### config.mk
export PLATFORM = sky130hd
export DESIGN_NAME = mips32_prog_loader
export DESIGN_NICKNAME = d
export VERILOG_FILES = /design/src/rtl/mips32_loader_pkg.sv /design/src/rtl/mips32_byte_packer.sv /design/src/rtl/mips32_prog_loader.sv
export SDC_FILE = /design/constraint.sdc
export NUM_CORES = 1
export LEC_CHECK = 0
export CORE_ASPECT_RATIO = 1.2
export CORE_MARGIN = 8
export CORE_UTILIZATION = 55
export CTS_CLUSTER_DIAMETER = 100
export DETAILED_ROUTE_END_ITERATION = 10
export MAX_ROUTING_LAYER = met4
export PLACE_DENSITY = 0.75
export SLEW_MARGIN = 20
export SYNTH_ARGS = -nofsm -noshare
export SYNTH_HDL_FRONTEND = slang
export SYNTH_HIERARCHICAL = 1
export SYNTH_SLANG_ARGS = --single-unit
### constraint.sdc
create_clock -name clk1 -period 3.9 [get_ports clk1]
set_clock_uncertainty 0.1 [all_clocks]
set_input_delay 0.39 -clock clk1 [delete_from_list [all_inputs] [get_ports clk1]]
set_output_delay 0.39 -clock clk1 [all_outputs]
set_load 0.05 [all_outputs]
### src/rtl/mips32_loader_pkg.sv
// Shared types and helpers for the mips32 program loader: FSM states,
// stream framing constants and the header address-range check.
package mips32_loader_pkg;

  typedef enum logic [2:0] {
    HDR  = 3'd0,
    DATA = 3'd1,
    CSUM = 3'd2,
    DONE = 3'd3,
    ERR  = 3'd4
  } state_e;

  localparam int HDR_BYTES  = 4;
  localparam int WORD_BYTES = 4;

  // True when the image [a, a+n) does not fit in a 2^addr_w word memory.
  // Evaluated at 17 bits so a+n can never wrap back into range.
  function automatic logic range_err(input logic [15:0] a,
                                     input logic [15:0] n,
                                     input int          addr_w);
    logic [16:0] lim;
    logic [16:0] a17;
    logic [16:0] end17;
    lim   = 17'(1) << addr_w;
    a17   = {1'b0, a};
    end17 = a17 + {1'b0, n};
    return (a17 >= lim) || (end17 > lim);
  endfunction

endpackage

### src/rtl/mips32_byte_packer.sv
// Packs an 8-bit stream MSB-first into 32-bit words; emits a one-cycle
// word_valid pulse the cycle after the fourth byte, and holds the word.
module mips32_byte_packer
  import mips32_loader_pkg::*;
(
  input  logic        clk1,
  input  logic        rst_n,
  input  logic        clr,
  input  logic        in_valid,
  input  logic [7:0]  in_data,
  output logic        word_done,
  output logic        word_valid,
  output logic [31:0] word
);

  logic [1:0]  idx_q,   idx_d;
  logic [23:0] acc_q,   acc_d;
  logic [31:0] word_q,  word_d;
  logic        valid_q, valid_d;

  assign word_done  = in_valid && (idx_q == 2'(WORD_BYTES - 1));
  assign word_valid = valid_q;
  assign word       = word_q;

  // NOTE: every always_comb output gets a default first, so no path can leave
  // a signal unassigned and infer a latch.
  always_comb begin
    idx_d   = idx_q;
    acc_d   = acc_q;
    word_d  = word_q;
    valid_d = 1'b0;
    if (clr) begin
      idx_d = '0;
      acc_d = '0;
    end else if (word_done) begin
      word_d  = {acc_q, in_data};
      valid_d = 1'b1;
      idx_d   = '0;
      acc_d   = '0;
    end else if (in_valid) begin
      acc_d = {acc_q[15:0], in_data};
      idx_d = idx_q + 2'd1;
    end
  end

  // NOTE: state flops use non-blocking assignment only; blocking here would
  // make the result depend on process evaluation order.
  always_ff @(posedge clk1 or negedge rst_n) begin
    if (!rst_n) begin
      idx_q   <= '0;
      acc_q   <= '0;
      word_q  <= '0;
      valid_q <= 1'b0;
    end else begin
      idx_q   <= idx_d;
      acc_q   <= acc_d;
      word_q  <= word_d;
      valid_q <= valid_d;
    end
  end

endmodule

### src/rtl/mips32_prog_loader.sv
// Byte-stream program loader: parses header, writes payload words into core
// memory, verifies the XOR checksum and then releases the core.
module mips32_prog_loader
  import mips32_loader_pkg::*;
#(
  parameter int ADDR_W = 10,
  parameter int DATA_W = 32
) (
  input  logic              clk1,
  input  logic              rst_n,
  input  logic              s_valid,
  output logic              s_ready,
  input  logic [7:0]        s_data,
  input  logic              clear,
  output logic              mem_we,
  output logic [ADDR_W-1:0] mem_addr,
  output logic [DATA_W-1:0] mem_wdata,
  output logic              cpu_run,
  output logic              busy,
  output logic              done,
  output logic              err
);

  state_e              state_q, state_d;
  logic                init_q;
  logic [1:0]          hdr_cnt_q, hdr_cnt_d;
  logic [23:0]         hdr_q, hdr_d;
  logic [ADDR_W-1:0]   addr_q, addr_d;
  logic [ADDR_W-1:0]   mem_addr_q, mem_addr_d;
  logic [15:0]         words_left_q, words_left_d;
  logic [7:0]          csum_q, csum_d;
  logic                accept, pk_valid, pk_clr, pk_done, pk_we;
  logic [31:0]         pk_word, hdr_word;

  // init_q keeps s_ready low for the first cycle after reset release.
  assign s_ready  = init_q && (state_q == HDR || state_q == DATA || state_q == CSUM);
  assign accept   = s_valid && s_ready;
  assign pk_valid = accept && (state_q == DATA);
  assign hdr_word = {hdr_q, s_data};

  assign mem_we    = pk_we;
  assign mem_addr  = mem_addr_q;
  assign mem_wdata = pk_word;
  assign done      = (state_q == DONE);
  assign cpu_run   = (state_q == DONE);
  assign err       = (state_q == ERR);
  assign busy      = (state_q == HDR && hdr_cnt_q != 2'd0) ||
                     state_q == DATA || state_q == CSUM;

  mips32_byte_packer u_packer (
    .clk1       (clk1),
    .rst_n      (rst_n),
    .clr        (pk_clr),
    .in_valid   (pk_valid),
    .in_data    (s_data),
    .word_done  (pk_done),
    .word_valid (pk_we),
    .word       (pk_word)
  );

  always_comb begin
    state_d      = state_q;
    hdr_cnt_d    = hdr_cnt_q;
    hdr_d        = hdr_q;
    addr_d       = addr_q;
    mem_addr_d   = mem_addr_q;
    words_left_d = words_left_q;
    csum_d       = csum_q;
    pk_clr       = 1'b0;
    unique case (state_q)
      HDR: if (accept) begin
        if (hdr_cnt_q == 2'(HDR_BYTES - 1)) begin
          hdr_cnt_d    = '0;
          addr_d       = hdr_word[16 +: ADDR_W];
          words_left_d = hdr_word[15:0];
          if (range_err(hdr_word[31:16], hdr_word[15:0], ADDR_W)) state_d = ERR;
          else if (hdr_word[15:0] == 16'd0)                        state_d = CSUM;
          else                                                     state_d = DATA;
        end else begin
          hdr_d     = {hdr_q[15:0], s_data};
          hdr_cnt_d = hdr_cnt_q + 2'd1;
        end
      end
      DATA: if (accept) begin
        csum_d = csum_q ^ s_data;
        if (pk_done) begin
          // Address is registered alongside the packer's write pulse.
          mem_addr_d   = addr_q;
          addr_d       = addr_q + ADDR_W'(1);
          words_left_d = words_left_q - 16'd1;
          if (words_left_q == 16'd1) state_d = CSUM;
        end
      end
      CSUM: if (accept) state_d = (s_data == csum_q) ? DONE : ERR;
      DONE, ERR: if (clear) begin
        state_d      = HDR;
        hdr_cnt_d    = '0;
        hdr_d        = '0;
        addr_d       = '0;
        words_left_d = '0;
        csum_d       = '0;
        pk_clr       = 1'b1;
      end
      default: state_d = HDR;
    endcase
  end

  always_ff @(posedge clk1 or negedge rst_n) begin
    if (!rst_n) begin
      state_q      <= HDR;
      init_q       <= 1'b0;
      hdr_cnt_q    <= '0;
      hdr_q        <= '0;
      addr_q       <= '0;
      mem_addr_q   <= '0;
      words_left_q <= '0;
      csum_q       <= '0;
    end else begin
      state_q      <= state_d;
      init_q       <= 1'b1;
      hdr_cnt_q    <= hdr_cnt_d;
      hdr_q        <= hdr_d;
      addr_q       <= addr_d;
      mem_addr_q   <= mem_addr_d;
      words_left_q <= words_left_d;
      csum_q       <= csum_d;
    end
  end

endmodule

# Yosys cells after proc, flatten, opt, wreduce, memory -nomap -nowiden
# Cells that the tools add are included.
# Widths: inputs -> output; s select.
[word_totals]
register_bits = 133
input_bits = 12
output_inout_bits = 48
wordCells = 106
[classes]
add_sub_neg = 5
n_lt_le_gt_ge = 2
eq_ne = 16
mux = 44
bitwise = 2
n_reduce_logical = 25
[op_table]
columns = ["op", "count"]
rows = [
  ["$mux 24", 6],
  ["$mux 16", 5],
  ["$mux 10", 5],
  ["$pmux 16 s3", 1],
  ["$pmux 24 s2", 1],
  ["$pmux 10 s3", 1],
  ["$mux 3", 9],
  ["$add 16x16->17", 1],
  ["$gt 17x11->1 const B", 1],
  ["$eq 16x1->1 const B", 1],
  ["$ge 16x11->1 const B", 1],
  ["$logic_not 16->1", 1],
  ["$mux 8", 2],
  ["$pmux 8 s2", 1],
  ["$sub 16x1->16 const B", 1],
  ["$mux 2", 7],
  ["$ne 2x2->1 const B", 6],
  ["$pmux 3 s4", 1],
  ["$add 10x1->10 const B", 1],
  ["$reduce_and 3->1", 3],
  ["$eq 8x8->1", 1],
  ["$xor 8x8->8", 1],
  ["$reduce_and 7->1", 1],
  ["$eq 3x2->1 const B", 2],
  ["17 further kinds", 34],
]

# Depth between registers and ports, before layout
[depth]
word_depth = 10
depth_mapped = 15

# By module
# Netlist, hierarchy kept.
[modules_own_cells]
columns = ["mod", "n_inst", "cells_per_inst", "area_per_inst_um2", "seq_area_each_um2"]
rows = [
  ["mips32_prog_loader", 1, 548, 4712.0, 1851.8],
  ["mips32_byte_packer", 1, 185, 2552.4, 1476.4],
]

# Worst setup path after synthesis
# Ideal clock, no wire load.
[synth_timing]
path_type = "flip-flop to flip-flop"
startpoint = "register state_q[0]"
endpoint = "register state_q[2]"
setup_time_ps = 67
arrival_ps = 3150
slack_ps = 584
stages_incl_launch_ff = 15
n_path_buf = 4
synth_period_minus_slack_ps = 3316
cell_sequence = "dfrtp_1 buf_2 a21oi_2 and2_1 nand2_1 nor2_1 buf_2 buf_2 buf_2 and2_1 a21oi_1 nor3_2 o21ai_1 a2111oi_0 a22o_1"
[synth_via]
elab_chain_len = 9
[synth_rtl]
columns = ["element", "line_no", "source"]
rows = [
  ["from (decl)", "mips32_prog_loader.sv:24", "state_e state_q, state_d;"],
  ["from (signal assigned)", "mips32_prog_loader.sv:119", "state_q <= state_d;"],
  ["$eq 3x1->1 / $logic_not 3->1 (equally long branches)", "mips32_prog_loader.sv:36", "assign s_ready = init_q && (state_q == HDR || state_q == DATA || state_q == CSUM);"],
  ["$logic_or 1x1->1", "mips32_prog_loader.sv:36", ""],
  ["$logic_or 1x1->1 (*)", "mips32_prog_loader.sv:36", ""],
  ["$logic_and 1x1->1 (*)", "mips32_prog_loader.sv:36", ""],
  ["named net s_ready", "mips32_prog_loader.sv:12", "output logic s_ready,"],
  ["$logic_and 1x1->1 (*)", "mips32_prog_loader.sv:37", "assign accept = s_valid && s_ready;"],
  ["$logic_and 1x1->1 (*)", "mips32_prog_loader.sv:38", "assign pk_valid = accept && (state_q == DATA);"],
  ["named net pk_valid", "mips32_prog_loader.sv:32", "logic accept, pk_valid, pk_clr, pk_done, pk_we;"],
  ["$logic_and 1x1->1 (*)", "mips32_byte_packer.sv:21", "assign word_done = in_valid && (idx_q == 2'(WORD_BYTES - 1));"],
  ["named net pk_done", "mips32_prog_loader.sv:32", ""],
  ["$ne 2x2->1 (no line) (*)", "--", ""],
  ["$reduce_and 7->1 (no line) (*)", "--", ""],
]
# Mark *: on every way through the listed nets, which the timed path passes. The rest lies on a longest branch.
# A chain may end at the register's enable or synchronous reset.

# Final worst setup path
[layout_timing]
startpoint = "input s_data[0]"
endpoint = "register state_q[2]"
[layout_via]
elab_chain_len = 7
[layout_rtl]
columns = ["element", "line_no", "source"]
rows = [
  ["from (decl)", "mips32_prog_loader.sv:13", "input logic [7:0] s_data,"],
  ["$add 16x16->17", "mips32_loader_pkg.sv:26", "end17 = a17 + {1'b0, n};"],
  ["$gt 17x11->1", "mips32_loader_pkg.sv:27", "return (a17 >= lim) || (end17 > lim);"],
  ["$logic_or 1x1->1", "mips32_loader_pkg.sv:27", ""],
  ["$mux 3", "mips32_prog_loader.sv:76", "if (range_err(hdr_word[31:16], hdr_word[15:0], ADDR_W)) state_d = ERR;"],
  ["$mux 3", "mips32_prog_loader.sv:72", "if (hdr_cnt_q == 2'(HDR_BYTES - 1)) begin"],
  ["$mux 3", "mips32_prog_loader.sv:71", "HDR: if (accept) begin"],
  ["$pmux 3 s4 (*)", "mips32_prog_loader.sv:70", "unique case (state_q)"],
]
# Mark *: on every way between the ends. The rest lies on a longest branch, timed or not. The select of a mux whose other input is x is not followed.

==> qor.csv <==
stage;metric;value;unit
status;status;finished, violations left;
status;failing checks;negative hold slack;
yosys;Netlist cell types;64;
finish;Area Growth Syn to Fin;18.4;%
yosys;synthesized cell area;7260;um2
yosys;Syn. warnings;6;
worst_setup_path;CP Buf/Inv Count;1;
finish;Post-Route Utilization;0.659;
die;Initial Utilization;0.556;
sta;period utilisation layout;0.774;
cts;Resized cells post-CTS;0;
yosys;area leader, netlist;dfrtp_1;
power;pwr/cell area;645;nW/um2
global_route;all-layer global routing usage;0.227;
cts;hold bufs inserted after CTS;0;
global_route;Overflow after GRT;0;
worst_setup_path;Critical Path Max Stage Delay;0.49;ns
worst_setup_path;Critical Path Start Type;input port;
worst_setup_path;crit path DAT;3.23;ns
hold_path;Worst Hold Class;input port to asynchronous set/reset pin;
die;num ports;60;
yosys;area fraction of the dominant cell type after synthesis;0.458;
cts;TritonCTS Buffers;17;
yosys;Seq/Total Area, Yosys;0.458;
yosys;Post-Synth XOR/XNOR Area;0.0181;
worst_setup_path;family with the most delay on the worst path;compound AO/OA/AOI/OAI gates;
die;core area;13100;um2
power;leakage;3.93;nW
sta;Fin Hold WS;-0.0167;ns
worst_setup_path;critical path required time;4.11;ns
yosys;complex-gate fraction of the synthesized area;0.181;
worst_setup_path;CP Class;input port to flip-flop;
sta;RSZ-0062 raised after global routing;false;
yosys;mux cell area share after synthesis;0.0896;
global_route;vias in the first global route;5867;
cts;Post CTS Setup Buffer Count;0;
finish;fraction of layout cells with a size suffix above 1;0.139;
cts;CTS clk-pin slew, worst paths;0.06;ns
cts;CTS H-Tree Depth;4;
die;die height;142;um
worst_setup_path;Crit. End Element;flip-flop;
drt;number of routed nets with antenna violations;0;
yosys;Synth Flop Type;dfrtp_1;
die;Site Rows;46;
cts;CTS tree;built;
yosys;largest family of logic cells by synthesized area;compound AO/OA/AOI/OAI gates;
yosys;post-synthesis adder-cell area fraction;0.0406;
flow_run;MaxCap Viol Count;0;
power;total power;5.55;mW
drt;Via density;5.96;
sta;Worst Max-Slew Pin Slew;0.959;ns
yosys;Mapped Avg Cell Area;9.91;um2
die;Die ar.;17200;um2
placement;Post-DP HPWL;12500;um
drt;DRT Wirelength;18300;um
cts;CTS root buffer;clkbuf_16;
drt;Detailed Routing Iterations Pass 1;5;
finish;Final #Nets;819;
placement;number of port buffers;59;
yosys;top post-synthesis cells by count;133 x dfrtp_1, 79 x nand2_1, 78 x o21ai_0;
cts;Clock Latency Late Sink;0.42;ns
cts;clk buf depth;2;
placement;routability cong.;0.885;
die;Die X;121;um
drt;DRC Markers;0;
worst_setup_path;CP max FO;3;
finish;antenna diode count;0;
drt;WL per Instance;19.0;um
power;maximum vdd drop;0.529;mV
sta;Rel. slew slack;0.355;
cts;Clock Sinks;133;
drt;drt initial violations;529;
yosys;count leader, synth;dfrtp_1;
yosys;ranking of synthesized cells by area;dfrtp_1 46%, mux2_4 6.0%, o21ai_0 5.4%, nand2_1 4.1%, a21oi_1 4.0%;
sta;Slew Limit Fails;0;
yosys;Simple-Gate Fraction of Synth Area;0.172;
sta;fin crit period;3.02;ns
yosys;Post-Synthesis Cells;733;
yosys;number of synthesized flops with an enable pin;0;
yosys;FFs w/ async S/R, synth;1.00;
worst_setup_path;CP Cell Sequence;clkdlybuf4s50_1 > ha_1 > fa_1 > a21o_1 > a221o_1 > a221oi_1 > a32oi_1 > and3_1 > o31ai_4 > nand4b_1 > a22o_1;
global_route;largest net degree at the start of global routing;70;
sta;endpoints failing hold;20;
sta;final number of setup-violating endpoints;0;
yosys;Mapped Nets;768;
sta;final setup TNS;0;ns
global_route;antenna violations before repair;0;
global_route;first-pass GRT wire length;29900;um
sta;Fmax achieved;331;MHz
yosys;flops & latches, synth;133;
worst_setup_path;CP max stage cell;clkdlybuf4s50_1;
drt;Vias;5745;
[flip-flops by register name, summed over array words and instances (netlist names)]
register             cells
u_packer/word_valid      1
u_packer/acc_q          24
addr_q                  10
u_packer/idx_q           2
csum_q                   8
state_q                  3
mem_addr                10
words_left_q            16
hdr_cnt_q                2
u_packer/word           32
init_q                   1
hdr_q                   24
[metal layers]
layer	wire [um]	global-route usage
met5	0	-
met4	818	0.119
met3	868	0.0529
met2	9120	0.365
met1	7470	0.259
[final cells by class]
| class | count | area (um2) |
|---|---|---|
| Fill cell | 1018 | 4460 |
| Multi-Input combinational cell | 538 | 3660 |
| Inverter | 15 | 56.3 |
| Sequential cell | 133 | 3330 |
| Timing Repair Buffer | 79 | 751 |
| Clock buffer | 19 | 453 |
| Clock inverter | 12 | 145 |
| Tap cell | 168 | 210 |
[power by group]
part / leakage (nW) / switching, mW / internal [mW]
Sequential: 1.81 / 0.290 / 1.61
Combinational: 1.83 / 1.29 / 0.746
Clock: 0.293 / 0.633 / 0.985
[per-stage QoR]
step                instances  area, um2  setup WS (ns)
detailed placement        933       8010          0.455
finish                    964       8600          0.882
global route              964       8600          0.728
global placement          933       8010          0.500
floorplan                 733       7260          0.584
CTS                       964       8600          0.892
[logic make-up (layout without fill, tap and decap cells)]
logic type,after synthesis,in the layout
compound gates,211,211
xor+xnor,15,15
fa+ha+maj,23,23
buf+inv,62,125
flops,133,133
mux,49,49
other cells,1,1
simple gates,239,239
[cell usage in the layout, fill, tap and decap left out, types with 20 or more instances in the layout]
cell               n
nand2_1           79
clkdlybuf4s50_1   58
buf_4             20
dfrtp_1          133
nand3b_1          25
ha_1              22
nor2_1            42
a21oi_1           58
o21ai_0           77
mux2_4            29
nand2b_1          26
[worst paths after layout]
kind,from,endpoint,cells after the start,slack [ns]
max in group asynchronous,rst_n,hdr_q[13],2,2.85
setup reg to reg,hdr_q[8],state_q[2],10,0.90
hold reg to reg,mem_addr[2],mem_addr[2],2,0.39
min in group clk1,mem_addr[2],mem_addr[2],2,0.39
setup / recovery,s_data[0],state_q[2],11,0.88
hold / removal,rst_n,u_packer/word[3],1,-0.02
[worst register-to-register path, stage by stage (launching register included)]
cell and delay (ns):
dfrtp_1 0.46, ha_1 0.26, fa_1 0.41, a21o_1 0.24
a221o_1 0.31, a221oi_1 0.30, a32oi_1 0.07, and3_1 0.20
o31ai_4 0.20, nand4b_1 0.13, a22o_1 0.21
Power figures use the tool's default switching activity.
==> patch 1: new RTL, same flow settings <==
Reset style: synchronous (`rst_n`), changed in 2 clocked blocks.
--- a/src/rtl/mips32_byte_packer.sv
+++ b/src/rtl/mips32_byte_packer.sv
@@ -45,7 +45,7 @@
 
   // NOTE: state flops use non-blocking assignment only; blocking here would
   // make the result depend on process evaluation order.
-  always_ff @(posedge clk1 or negedge rst_n) begin
+  always_ff @(posedge clk1) begin
     if (!rst_n) begin
       idx_q   <= '0;
       acc_q   <= '0;
--- a/src/rtl/mips32_prog_loader.sv
+++ b/src/rtl/mips32_prog_loader.sv
@@ -105,7 +105,7 @@
     endcase
   end
 
-  always_ff @(posedge clk1 or negedge rst_n) begin
+  always_ff @(posedge clk1) begin
     if (!rst_n) begin
       state_q      <= HDR;
       init_q       <= 1'b0;
Behaviour: differs if rst_n is asserted again (counterexample within 4 cycles, from zero or initial values and one cycle with rst_n low); with rst_n held inactive, the same outputs for 10 cycles.
==> patch 1 against the unedited design <==
Die area down 3.3%. Critical path depth up 2. Sequential cell count unchanged. Utilization down 0.079 points. Design area down 4.0%. Synthesized area down 3.8%. Routed wire length up 5.3%. Setup slack worse by 0.13 ns. Total power down 15%. Critical path type is now flop to flop. Largest power group is now registers. Highest routed layer unchanged.
==> patch 1: results (changes against the unedited design) <==
status complete, no violations (was finished, violations left); slowest cell on the critical path and2_1 (was clkdlybuf4s50_1); Register-to-Register Path Depth 13 (was 10); CTS root buf clkbuf_16 (unchanged); Peak VDD IR 0.3818 mV (was 0.5293 mV); Routed WL 19.24 mm (was 18.28 mm); syn nets 923 (was 768); Total GRT Usage 0.2320 (was 0.2268); Mapped Cells 888 (was 733); vias in the first global route 6,006 (was 5,867); DR vias 6,624 (was 5,745); Post-CTS Setup Inserts 0 (unchanged); R2R setup slack 0.75 ns (was 0.90 ns); hold endpoint init_q; Iter 0 DRT Violations 605 (was 529); Post-synth top flop dfxtp_1 (was dfrtp_1); worst r2r dst words_left_q[3] (was state_q[2]); leak pwr 2.883 nW (was 3.934 nW); Post-layout nets 956 (was 819); share of cells above drive strength 1 0.07602 (was 0.1394); worst min path class input port to flop (was input port to asynchronous set/reset pin); Filler Cell Count 1,056 (was 1,018); Post-DP HPWL 13.30 mm (was 12.48 mm); Hold WS 0.2274 ns (was -0.01672 ns); Worst Setup SP state_q[2] (was s_data[0]); pin count of the biggest net entering global routing 65 (was 70); MaxCap Viol Count 0 (unchanged); Sw Share 0.3627 (was 0.3986); DR vias/cell 6.033 (was 5.960); GPL Wtd Cong 1.013 (was 0.8847); DRT Pass-1 Iters 5 (unchanged); Area contributors post-synth dfxtp_1, a21oi_1, nand2_1 (was dfrtp_1, mux2_4, o21ai_0); # port buffers 59 (unchanged); placed cell count 1,066 (was 933); sequential-to-total area share from yosys stat 0.3808 (was 0.4581); Crit path arrival time 3.36 ns (was 3.23 ns); Slew headroom 0.2728 (was 0.3551); highest net fanout along the worst path 18 (was 3); Max Root-Sink Buffers 2 (unchanged); Commonest cells post-synth nand2_1, dfxtp_1, a21oi_1 (was dfrtp_1, nand2_1, o21ai_0); htree depth 4 (unchanged); Async SR Flop Fraction 0 (was 1.000); Yosys cell types 63 (was 64); crit-path max cell delay 0.55 ns (was 0.49 ns); Inserted Clock Buffers 17 (unchanged); first-pass GRT wire length 30.84 mm (was 29.88 mm)
patch 1: changes by cell type after synthesis, moves of 9 or more:
cell / delta
clkbuf_1: +12
a22oi_1: -10
nand3_1: +33
nand2_1: +68
nand3b_1: +9
a21oi_1: +73
o21ai_0: -41
dfxtp_1: +133
mux2_2: -12
mux2i_1: +27
dfrtp_1: -133
mux2_4: -29
nand4_1: +9
patch 1: per-layer routing:
metal / wire, um / GRT usage / vias up
li1: - / - / 3219
met1: 8196 / 0.2723 / 3130
met2: 9422 / 0.3853 / 230
met3: 1047 / 0.04249 / 45
met4: 573 / 0.09139 / 0
met5: 0 / - / -
patch 1: final cells by class:
type                    count  area [um2]  area share
repair buffers             77       745.7     0.09029
clock inverters            13       173.9     0.02106
flip-flops and latches    133        2663      0.3224
well taps                 164       205.2     0.02484
multi-input cells         676        3979      0.4817
inverters                  16       60.06    0.007272
clock buffers              19       432.9     0.05242
patch 1: power by group through the flow:
| stage | Clock, mW | Sequential (mW) | Combinational (mW) |
|---|---|---|---|
| 2_1_floorplan | 0 | 1.62 | 1.10 |
| 3_3_place_gp | 0 | 1.67 | 1.36 |
| 3_5_place_dp | 0 | 1.68 | 1.39 |
| 4_1_cts | 1.65 | 1.65 | 1.41 |
| 5_1_grt | 1.72 | 1.68 | 1.57 |
| 6_report | 1.64 | 1.66 | 1.43 |
patch 1: cell families (layout without fill, tap and decap cells):
| group | after synthesis | count (layout) | share of synthesized area |
|---|---|---|---|
| AND/OR/NAND/NOR | 371 | 371 | 0.2606 |
| XOR/XNOR | 14 | 14 | 0.01754 |
| buffers and inverters | 79 | 125 | 0.05064 |
| AO/OA/AOI/OAI | 233 | 233 | 0.1981 |
| adder cells (fa/ha/maj) | 23 | 23 | 0.04223 |
| multiplexers | 35 | 35 | 0.05011 |
| flip-flops | 133 | 133 | 0.3808 |
patch 1: critical path: cells and delay by family, from the launching register on:
kind / cells / cell delay (ns)
AOI/OAI and AO/OA: 4 / 0.73
and+or+nand+nor: 6 / 1.33
buffers and inverters: 3 / 0.47
DFF: 1 / 0.42
patch 1: worst max path at each step:
stage	slack (ns)	cells past startpoint	to
final	0.75	13	words_left_q[3]
after CTS	0.80	13	words_left_q[3]
after floorplan	0.61	19	words_left_q[12]
after global routing	0.49	13	addr_q[2]
after detailed placement	0.47	13	words_left_q[3]
after global placement	0.60	11	state_q[2]
patch 1: through the flow:
step           setup slack (ns)    util  power [mW]  area, um2
2_1_floorplan            0.6105       -       2.715       6992
3_3_place_gp             0.6012  0.6095       3.033       7652
3_5_place_dp             0.4682  0.6095       3.070       7652
4_1_cts                  0.7959  0.6578       4.707       8259
5_1_grt                  0.4883  0.6578       4.965       8259
6_report                 0.7495  0.6578       4.726       8259
==> patch 2: new RTL, same settings <==
Made on the original files. `addr_q`, `mem_addr_q`, `words_left_q` and `csum_q` no longer have a reset.
--- a/src/rtl/mips32_prog_loader.sv
+++ b/src/rtl/mips32_prog_loader.sv
@@ -111,20 +111,19 @@
       init_q       <= 1'b0;
       hdr_cnt_q    <= '0;
       hdr_q        <= '0;
-      addr_q       <= '0;
-      mem_addr_q   <= '0;
-      words_left_q <= '0;
-      csum_q       <= '0;
     end else begin
       state_q      <= state_d;
       init_q       <= 1'b1;
       hdr_cnt_q    <= hdr_cnt_d;
       hdr_q        <= hdr_d;
-      addr_q       <= addr_d;
-      mem_addr_q   <= mem_addr_d;
-      words_left_q <= words_left_d;
-      csum_q       <= csum_d;
     end
+  end
+
+  always_ff @(posedge clk1) begin
+    addr_q       <= addr_d;
+    mem_addr_q   <= mem_addr_d;
+    words_left_q <= words_left_d;
+    csum_q       <= csum_d;
   end
 
 endmodule
Check against the original RTL: differs if rst_n is asserted again (counterexample within 10 cycles, from zero or initial values and one cycle with rst_n low); with rst_n held inactive, the same outputs for 10 cycles.
==> patch 2 against the unedited design <==
Routed wire length is 6.7% lower. Total power is 4.6% lower. Design area is 2.5% lower. Synthesized area is 2.9% lower. Sequential cell count stayed put. Die area is 2.5% lower. Setup slack worse by 0.061 ns. Combinational power is 21% lower.
==> patch 2: results (changes against the unedited design) <==
post-cts hold buffer count 1 (was 0); worst min path class flop to flop (was input port to asynchronous set/reset pin); Filler Cell Count 963 (was 1,018); sequential power 2.03 mW (was 1.90 mW); status complete, no violations (was finished, violations left); worst r2r dst state_q[0] (was state_q[2]); met3 usage 0.05147 (was 0.05288); pin count of the biggest net entering global routing 61 (was 70); Commonest cells post-synth nand2_1, dfrtp_1, o21ai_0 (was dfrtp_1, nand2_1, o21ai_0); footprint of the multi-input gates 3273 um2 (was 3661 um2); slowest cell on the critical path dfrtp_1 (was clkdlybuf4s50_1); GPL Wtd Cong 0.9297 (was 0.8847); leak pwr 3.649 nW (was 3.934 nW); highest net fanout along the worst path 4 (was 3); crit-path max cell delay 0.45 ns (was 0.49 ns); core area 12,610 um2 (was 13,070 um2); Area contributors post-synth dfrtp_1, edfxtp_1, mux2_4 (was dfrtp_1, mux2_4, o21ai_0); clock share of power 0.312 (was 0.292); R2R setup slack 0.82 ns (was 0.90 ns); Clock-cell share 0.07354 (was 0.06951); Sw Share 0.3610 (was 0.3986); invs w/o clock 11 (was 15); met1 usage 0.2442 (was 0.2585); vias in the first global route 5,132 (was 5,867); Iter 0 DRT Violations 489 (was 529); DRT met1 WL 6.958 mm (was 7.469 mm); syn nets 709 (was 768); first-pass GRT wire length 27.29 mm (was 29.88 mm); sequential-to-total area share from yosys stat 0.5029 (was 0.4581); Sequential cell area 3548 um2 (was 3328 um2); metal2 WL 8.465 mm (was 9.123 mm); Post-layout nets 762 (was 819); Peak VDD IR 0.3672 mV (was 0.5293 mV)
==> patch 2: cell types whose count changed in the layout (fill, tap and decap cells not counted), moves of 7 or more <==
cell,change
xor2_1,+22
nand2_1,+23
and2_1,+7
o21ai_0,-25
a32oi_1,-10
nor2_1,-13
a21oi_1,-12
mux2_2,-9
edfxtp_1,+44
a22oi_1,-9
dfrtp_1,-44
==> patch 2: stage by stage <==
step	setup WS [ns]	utilization	std cells	power (mW)	hold slack, ns
floorplan	0.6188	-	674	3.134	-0.005591
global placement	0.5044	0.6154	871	3.583	0.3590
detailed placement	0.4592	0.6154	871	3.629	0.3605
CTS	0.8363	0.6651	904	5.301	0.3752
global route	0.6628	0.6651	904	5.554	0.3925
finish	0.8209	0.6651	904	5.292	0.3708
==> patch 2: cell families (layout without fill, tap and decap cells) <==
group	count (synthesis)	count (layout)	synth area share
buffers and inverters	51	117	0.03617
xor gates and xnor gates	37	37	0.04593
and+or+nand+nor	259	259	0.1896
adders and majority gates	23	23	0.04185
AOI/OAI and AO/OA	132	132	0.1078
other	1	1	0.0005315
DFF	133	133	0.5029
muxes	38	38	0.07519
==> patch 2: worst max-delay path by stage <==
stage	start	to	slack (ns)	depth (start not counted)
after floorplan	state_q[1]	addr_q[0]	0.62	11
after global placement	s_data[0]	state_q[0]	0.50	11
after detailed placement	s_data[4]	state_q[0]	0.46	10
after CTS	hdr_q[8]	state_q[0]	0.84	10
after global routing	hdr_q[8]	state_q[0]	0.66	10
final	hdr_q[8]	state_q[0]	0.82	10
==> patch 2: worst max-delay path, delay by kind of cell, from the launching register on <==
kind                       cells  cell delay, ns
adders and majority gates      2            0.64
DFF                            1            0.45
and+or+nand+nor                2            0.48
xor gates and xnor gates       1            0.15
AOI/OAI and AO/OA              5            1.18
